===== src/rtl/countdown_timer_pkg.sv =====
// Shared types and constants for the countdown timer.
// Holds the timer state encoding and the default count width.
package countdown_timer_pkg;

   localparam int DEFAULT_WIDTH = 32;

   typedef enum logic {
      IDLE = 1'b0,
      RUN  = 1'b1
   } state_t;

endpackage


===== src/rtl/ripple_subtractor.sv =====
// WIDTH-bit ripple-carry decrementer: o_diff = i_a - 1.
// Ports: i_a (operand), o_diff (operand minus one, carry-out dropped).
module ripple_subtractor #(
   parameter int WIDTH = 32
) (
   input  logic [WIDTH-1:0] i_a,
   output logic [WIDTH-1:0] o_diff
);

   // Minus one is realised as i_a plus all-ones with carry-in zero.
   logic [WIDTH:0] w_carry;

   assign w_carry[0] = 1'b0;

   for (genvar g = 0; g < WIDTH; g++) begin : g_fa
      assign o_diff[g]    = i_a[g] ^ 1'b1 ^ w_carry[g];
      assign w_carry[g+1] = i_a[g] | w_carry[g];
   end

endmodule


===== src/rtl/countdown_timer.sv =====
// Loadable down-counter with valid/ready load and a one-cycle done pulse.
// Ports: i_clk, i_rst (sync, active-high), i_load_valid/o_load_ready,
//   i_load_value, i_enable, i_cancel, o_count, o_busy, o_done.
// Build option COUNTDOWN_AUTORELOAD_EN: reload N at terminal count.
module countdown_timer
   import countdown_timer_pkg::*;
#(
   parameter int WIDTH = DEFAULT_WIDTH
) (
   input  logic             i_clk,
   input  logic             i_rst,
   input  logic             i_load_valid,
   output logic             o_load_ready,
   input  logic [WIDTH-1:0] i_load_value,
   input  logic             i_enable,
   input  logic             i_cancel,
   output logic [WIDTH-1:0] o_count,
   output logic             o_busy,
   output logic             o_done
);

   localparam logic [WIDTH-1:0] ONE = WIDTH'(1);

   state_t           r_state;
   logic [WIDTH-1:0] r_count;
   logic             r_done;
   logic             r_busy;
   logic             r_ready;
   logic [WIDTH-1:0] w_dec;
   logic             w_last;
`ifdef COUNTDOWN_AUTORELOAD_EN
   logic [WIDTH-1:0] r_reload;
`endif

   ripple_subtractor #(
      .WIDTH (WIDTH)
   ) u_sub (
      .i_a    (r_count),
      .o_diff (w_dec)
   );

   assign w_last = (r_count == ONE);

   always_ff @(posedge i_clk) begin
      if (i_rst) begin
         r_state <= IDLE;
         r_count <= '0;
         r_done  <= 1'b0;
         r_busy  <= 1'b0;
         r_ready <= 1'b1;
`ifdef COUNTDOWN_AUTORELOAD_EN
         r_reload <= '0;
`endif
      end else begin
         r_done <= 1'b0;
         unique case (r_state)
            IDLE: begin
               if (i_load_valid) begin
                  r_count <= i_load_value;
`ifdef COUNTDOWN_AUTORELOAD_EN
                  r_reload <= i_load_value;
`endif
                  if (i_load_value == '0) begin
                     r_done <= 1'b1;
                  end else begin
                     r_state <= RUN;
                     r_busy  <= 1'b1;
                     r_ready <= 1'b0;
                  end
               end
            end
            RUN: begin
               if (i_cancel) begin
                  r_state <= IDLE;
                  r_busy  <= 1'b0;
                  r_ready <= 1'b1;
               end else if (i_enable) begin
                  if (w_last) begin
                     r_done <= 1'b1;
`ifdef COUNTDOWN_AUTORELOAD_EN
                     r_count <= r_reload;
`else
                     r_count <= '0;
                     r_state <= IDLE;
                     r_busy  <= 1'b0;
                     r_ready <= 1'b1;
`endif
                  end else begin
                     r_count <= w_dec;
                  end
               end
            end
            default: r_state <= IDLE;
         endcase
      end
   end

   assign o_count      = r_count;
   assign o_done       = r_done;
   assign o_busy       = r_busy;
   assign o_load_ready = r_ready;

endmodule

===== config.mk =====
export PLATFORM = sky130hd
export DESIGN_NAME = countdown_timer
export DESIGN_NICKNAME = d
export VERILOG_FILES = /design/src/rtl/countdown_timer_pkg.sv /design/src/rtl/ripple_subtractor.sv /design/src/rtl/countdown_timer.sv
export SDC_FILE = /design/constraint.sdc
export NUM_CORES = 1
export LEC_CHECK = 0
export CAP_MARGIN = 0
export CORE_MARGIN = 10
export CORE_UTILIZATION = 51
export DETAILED_ROUTE_END_ITERATION = 6
export PLACE_DENSITY = 0.86
export SYNTH_ARGS = -nofsm -noshare
export SYNTH_HDL_FRONTEND = slang
export SYNTH_SLANG_ARGS = --single-unit

===== constraint.sdc =====
create_clock -name i_clk -period 10 [get_ports i_clk]
set_clock_uncertainty 0.2 [all_clocks]
set_input_delay 1.5 -clock i_clk [delete_from_list [all_inputs] [get_ports i_clk]]
set_output_delay 1.5 -clock i_clk [all_outputs]
set_load 0.01 [all_outputs]

# Yosys cells after proc, flatten, opt, wreduce, memory -nomap -nowiden

Cells that the tools add are included.

Bits in registers: 36
Output and inout port bits: 35
Word-level logic and storage cells: 138
Bits of input ports: 37

Reduce and logical (&&, ||, !) cells: 3
Equality and inequality tests: 7
Mux-type cells: 29
Bitwise gates (word level): 94

Operators with widths:

| cell                                                                    | number |
|---|---|
| 32-bit two-way mux                                                      | 4 |
| 32-bit one-hot mux with 2 select lines                                  | 1 |
| 1-bit inverter                                                          | 33 |
| 32-bit by 1-bit == test with 1-bit output, second input constant        | 1 |
| 32-bit zero test                                                        | 1 |
| 1-bit bitwise XOR                                                       | 31 |
| 1-bit OR                                                                | 30 |
| 1-bit two-way mux                                                       | 20 |
| 2-bit inequality test, second input constant                            | 4 |
| 1-bit one-hot mux with 2 select lines                                   | 4 |
| 4-bit AND reduction                                                     | 1 |
| 3-bit by 2-bit inequality test with 1-bit output, second input constant | 1 |
| 3-bit inequality test, second input constant                            | 1 |
| 3-bit AND reduction                                                     | 1 |

# Depth between registers and ports, before layout

Depth in word-level cells: 35
Mapped depth: 34
Mapped depth without buffers: 34

# Modules after synthesis

A second synthesis with hierarchy kept.

Cell total of the unflattened synthesis: 281
Area, all modules: 2422.3 µm²

Modules (own cells, without submodules):

| module            | cells each | instances | area an instance (µm²) | sequential area each (µm²) |
|---|---|---|---|---|
| countdown_timer   | 189        | 1         | 1809.2                 | 720.7 |
| ripple_subtractor | 92         | 1         | 613.1                  | 0.0 |

# Worst setup path after synthesis

Ideal clock, no wire load.

Kind: flip-flop to flip-flop
Start: reg r_count[0], in the netlist o_count[0]
End: reg r_count[30], in the netlist o_count[30]
Arrival: 6086 ps
Setup time: 78 ps
Buffers on the path: 0
Stages on the path, launching flop included: 34
Required time: 9722 ps
Period minus slack after synthesis: 6364 ps
Setup slack: 3636 ps
Cells stage by stage: dfxtp_1 inv_1 ha_1 ha_1 ha_1 ha_1 ha_1 ha_1 ha_1 ha_1 ha_1 ha_1 ha_1 ha_1 ha_1 ha_1 ha_1 ha_1 ha_1 ha_1 ha_1 ha_1 ha_1 ha_1 ha_1 ha_1 ha_1 ha_1 ha_1 ha_1 ha_1 ha_1 o221a_2 nor3_1

Word-level cells in the longest chain between the ends: 34
Elaborated cells on any way between the ends: 35
Those cells by class: eq/ne (1); mux (4); bitwise (30)

RTL lines:

| element                                    | RTL line                | RTL |
|---|---|---|
| start: declaration                         | countdown_timer.sv:25   | `logic [WIDTH-1:0] r_count;` |
| start signal: assignment                   | countdown_timer.sv:59   | `r_count <= i_load_value;` |
| start signal: assignment                   | countdown_timer.sv:89   | `r_count <= w_dec;` |
| 1-bit OR (29 in a row)                     | ripple_subtractor.sv:17 | `assign w_carry[g+1] = i_a[g] \| w_carry[g];` |
| 1-bit bitwise XOR                          | ripple_subtractor.sv:16 | `assign o_diff[g] = i_a[g] ^ 1'b1 ^ w_carry[g];` |
| 32-bit two-way mux (*)                     | countdown_timer.sv:78   | `if (w_last) begin` |
| 32-bit two-way mux (*)                     | countdown_timer.sv:77   | `end else if (i_enable) begin` |
| 32-bit two-way mux (*)                     | countdown_timer.sv:73   | `if (i_cancel) begin` |
| 32-bit one-hot mux with 2 select lines (*) | countdown_timer.sv:56   | `unique case (r_state)` |

Mark *: on every way between the ends. The rest lies on a longest branch, timed or not. The select of a mux whose other input is x is not followed.
A chain may end at the register's enable or synchronous reset.

# Final worst setup path

Ends and elaborated chain as after synthesis.

==> run summary <==
status -> completed
Maximum Capacitance Violations -> 0
routability cong. -> 0.818
DR iter-0 viols -> 165
CTS Buf Count -> 5
number of fillers in the final layout -> 366
final setup vio count -> 0
Synth cell types -> 26
CTS clk-pin slew, worst paths -> 0.07 ns
Worst VDD drop -> 62.3 uV
Core Util, Final -> 0.716
final cell count without fillers -> 400
Clk pwr share -> 0.243
Seq/Total Area, Yosys -> 0.309
total setup buffers inserted after CTS -> 0
critical path data required time -> 10.01 ns
Chip Width -> 87.7 microns
hpwl dp -> 4.95 mm
GRT Util Overall -> 0.178
Cell Rows -> 24
placed insts -> 393
Cells after Synth -> 283
minimum clock period after layout -> 6.80 ns
Sink Count -> 36
WHS Path Cells -> 1
number of global-route vias before repair -> 2340
Power Internal -> 278 uW
Max FO, Critical Path -> 5
Area Overhead vs Synth -> 34.3%
port bufs -> 71
leading cell type in the layout, fill and taps excluded -> clkdlybuf4s50_1
post-detailed-routing wire length -> 6.68 mm
crit path kind -> flop to flop
Post-Syn Nets -> 351
sequential share of power -> 0.423
# DRC -> 0
syn_area_per_cell -> 8.25 sq um
CTS Hold Buffers Added -> 0
most frequent cells in the layout -> 71 x clkdlybuf4s50_1, 62 x inv_1, 36 x dfxtp_1
max-slew violation count -> 0
RSZ-0062 raised after global routing -> no
Initial Utilization -> 0.533
Post-DP Area -> 0.00306 sq mm
root buf cell -> clkbuf_8
setup_tns -> 0 ns
initial antenna violation count -> 0
R2R depth -> 33
Final Cell Area -> 0.00314 sq mm
DIE HEIGHT -> 87.7 microns
R2R Setup Slk -> 3.20 ns
die area -> 0.00769 sq mm
Yosys Warn Count -> 0
drt first pass iters -> 4
crit start category -> flop
post-route antenna net violation count -> 0
number of nets in the layout -> 416
Setup crit end kind -> flop
Fmax achieved -> 147 MHz
PostCTS Resize Cnt -> 0
largest net degree at the start of global routing -> 65
CP max-delay cell -> dfxtp_1
Ant. Diodes -> 0
final hold viol count -> 0
Slew @ Worst Pin -> 0.649 ns
CTS tree -> done
combinational fraction of design power -> 0.334
layout cell share with drive strength beyond 1 -> 0.129
drt wl/cell -> 16.7 microns
Congestion Overflow GR -> 0
final period utilization -> 0.680
Pleak -> 1.36 nW
Worst Hold Class -> flop to flop
Top-Level Pins -> 72
via count -> 2252
first-pass GRT wire length -> 11.2 mm
mapped cell area -> 0.00234 sq mm
CP dominant cell by count -> ha_1
Sw Pwr -> 132 uW
Worst EP arrival -> 6.82 ns
core area -> 0.00438 sq mm
clk buf depth -> 2
CTS H-tree depth -> 2
vias per cell -> 5.63
Relative slew margins -> 0.567
Clk Latency, worst-skew pair -> 0.29 ns
synthesis-stage register bit count -> 36
slowest cell delay on critical path -> 0.40 ns
Sw Share -> 0.321
pwr dens -> 131 mW/mm^2
[metrics by stage]
step / power, mW / hold WS, ns / worst slack [ns]
floorplan: 0.250 / 0.319 / 3.64
global placement: 0.308 / 0.279 / 3.49
detailed placement: 0.313 / 0.285 / 3.24
CTS: 0.413 / 0.302 / 3.20
global route: 0.437 / 0.337 / 2.87
finish: 0.410 / 0.294 / 3.20
[power groups by stage]
stage / sequential, mW / combinational [mW] / clock (mW)
5_1_grt: 0.175 / 0.154 / 0.108
3_5_place_dp: 0.176 / 0.137 / 0
6_report: 0.174 / 0.137 / 0.0995
2_1_floorplan: 0.180 / 0.0702 / 0
4_1_cts: 0.173 / 0.139 / 0.101
3_3_place_gp: 0.176 / 0.133 / 0
[worst paths after layout]
path / start / end
max: o_count[0] / o_count[30]
min: o_load_ready / o_load_ready
max reg2reg: o_count[0] / o_count[30]
min reg2reg: o_load_ready / o_load_ready
[critical path: cells and delay by family, from the launching register on]
| kind | cells | cell delay (ns) |
|---|---|---|
| fa+ha+maj | 30 | 5.68 |
| flops | 1 | 0.40 |
| compound gates | 1 | 0.25 |
| simple gates | 1 | 0.16 |
| buf+inv | 1 | 0.07 |
[flip-flops by register name (all words and copies together), names as in the netlist]
| name | count |
|---|---|
| o_load_ready | 1 |
| r_state | 1 |
| o_busy | 1 |
| o_done | 1 |
| o_count | 32 |
[cell type report]
cell class	count	area [sq um]	share of cell area
well taps	52	65.1	0.0207
clock inverters	1	5.00	0.00159
multi-input cells	168	1300	0.415
clock buffers	6	72.6	0.0231
repair buffers	75	741	0.236
inverters	62	233	0.0742
flip-flops and latches	36	721	0.230
[metal layers]
| layer | vias up | global-route usage | routed length, microns |
|---|---|---|---|
| met5 | - | 0 | 0 |
| met2 | 74 | 0.302 | 3320 |
| met3 | 13 | 0.0631 | 580 |
| met1 | 1046 | 0.205 | 2660 |
| li1 | 1119 | - | - |
| met4 | 0 | 0.0493 | 120 |
[kinds of logic after synthesis]
group,synth area share
and+or+nand+nor,0.202
buffers and inverters,0.138
muxes,0.00429
DFF,0.309
AOI/OAI and AO/OA,0.181
adders and majority gates,0.166
[cell usage after synthesis]
cell / n / area share
buf_6: 3 / 0.014
nand4_1: 4 / 0.011
a21oi_1: 2 / 0.0043
o21ai_0: 1 / 0.0021
nor2b_1: 2 / 0.0054
ha_1: 31 / 0.17
a21o_1: 1 / 0.0032
mux2i_1: 1 / 0.0043
nand2_1: 2 / 0.0032
nor2_1: 34 / 0.055
or2_2: 1 / 0.0027
inv_1: 62 / 0.10
a221o_1: 1 / 0.0043
o32ai_1: 1 / 0.0038
nand3b_1: 1 / 0.0032
o22a_1: 1 / 0.0038
o221a_2: 31 / 0.15
nor3_1: 33 / 0.071
clkbuf_1: 12 / 0.019
nor4b_2: 1 / 0.0064
buf_2: 2 / 0.0043
o22ai_1: 1 / 0.0027
dfxtp_1: 36 / 0.31
o21ai_2: 2 / 0.0075
nand2b_1: 3 / 0.0080
nor4_1: 14 / 0.037
Power figures use the tool's default switching activity.
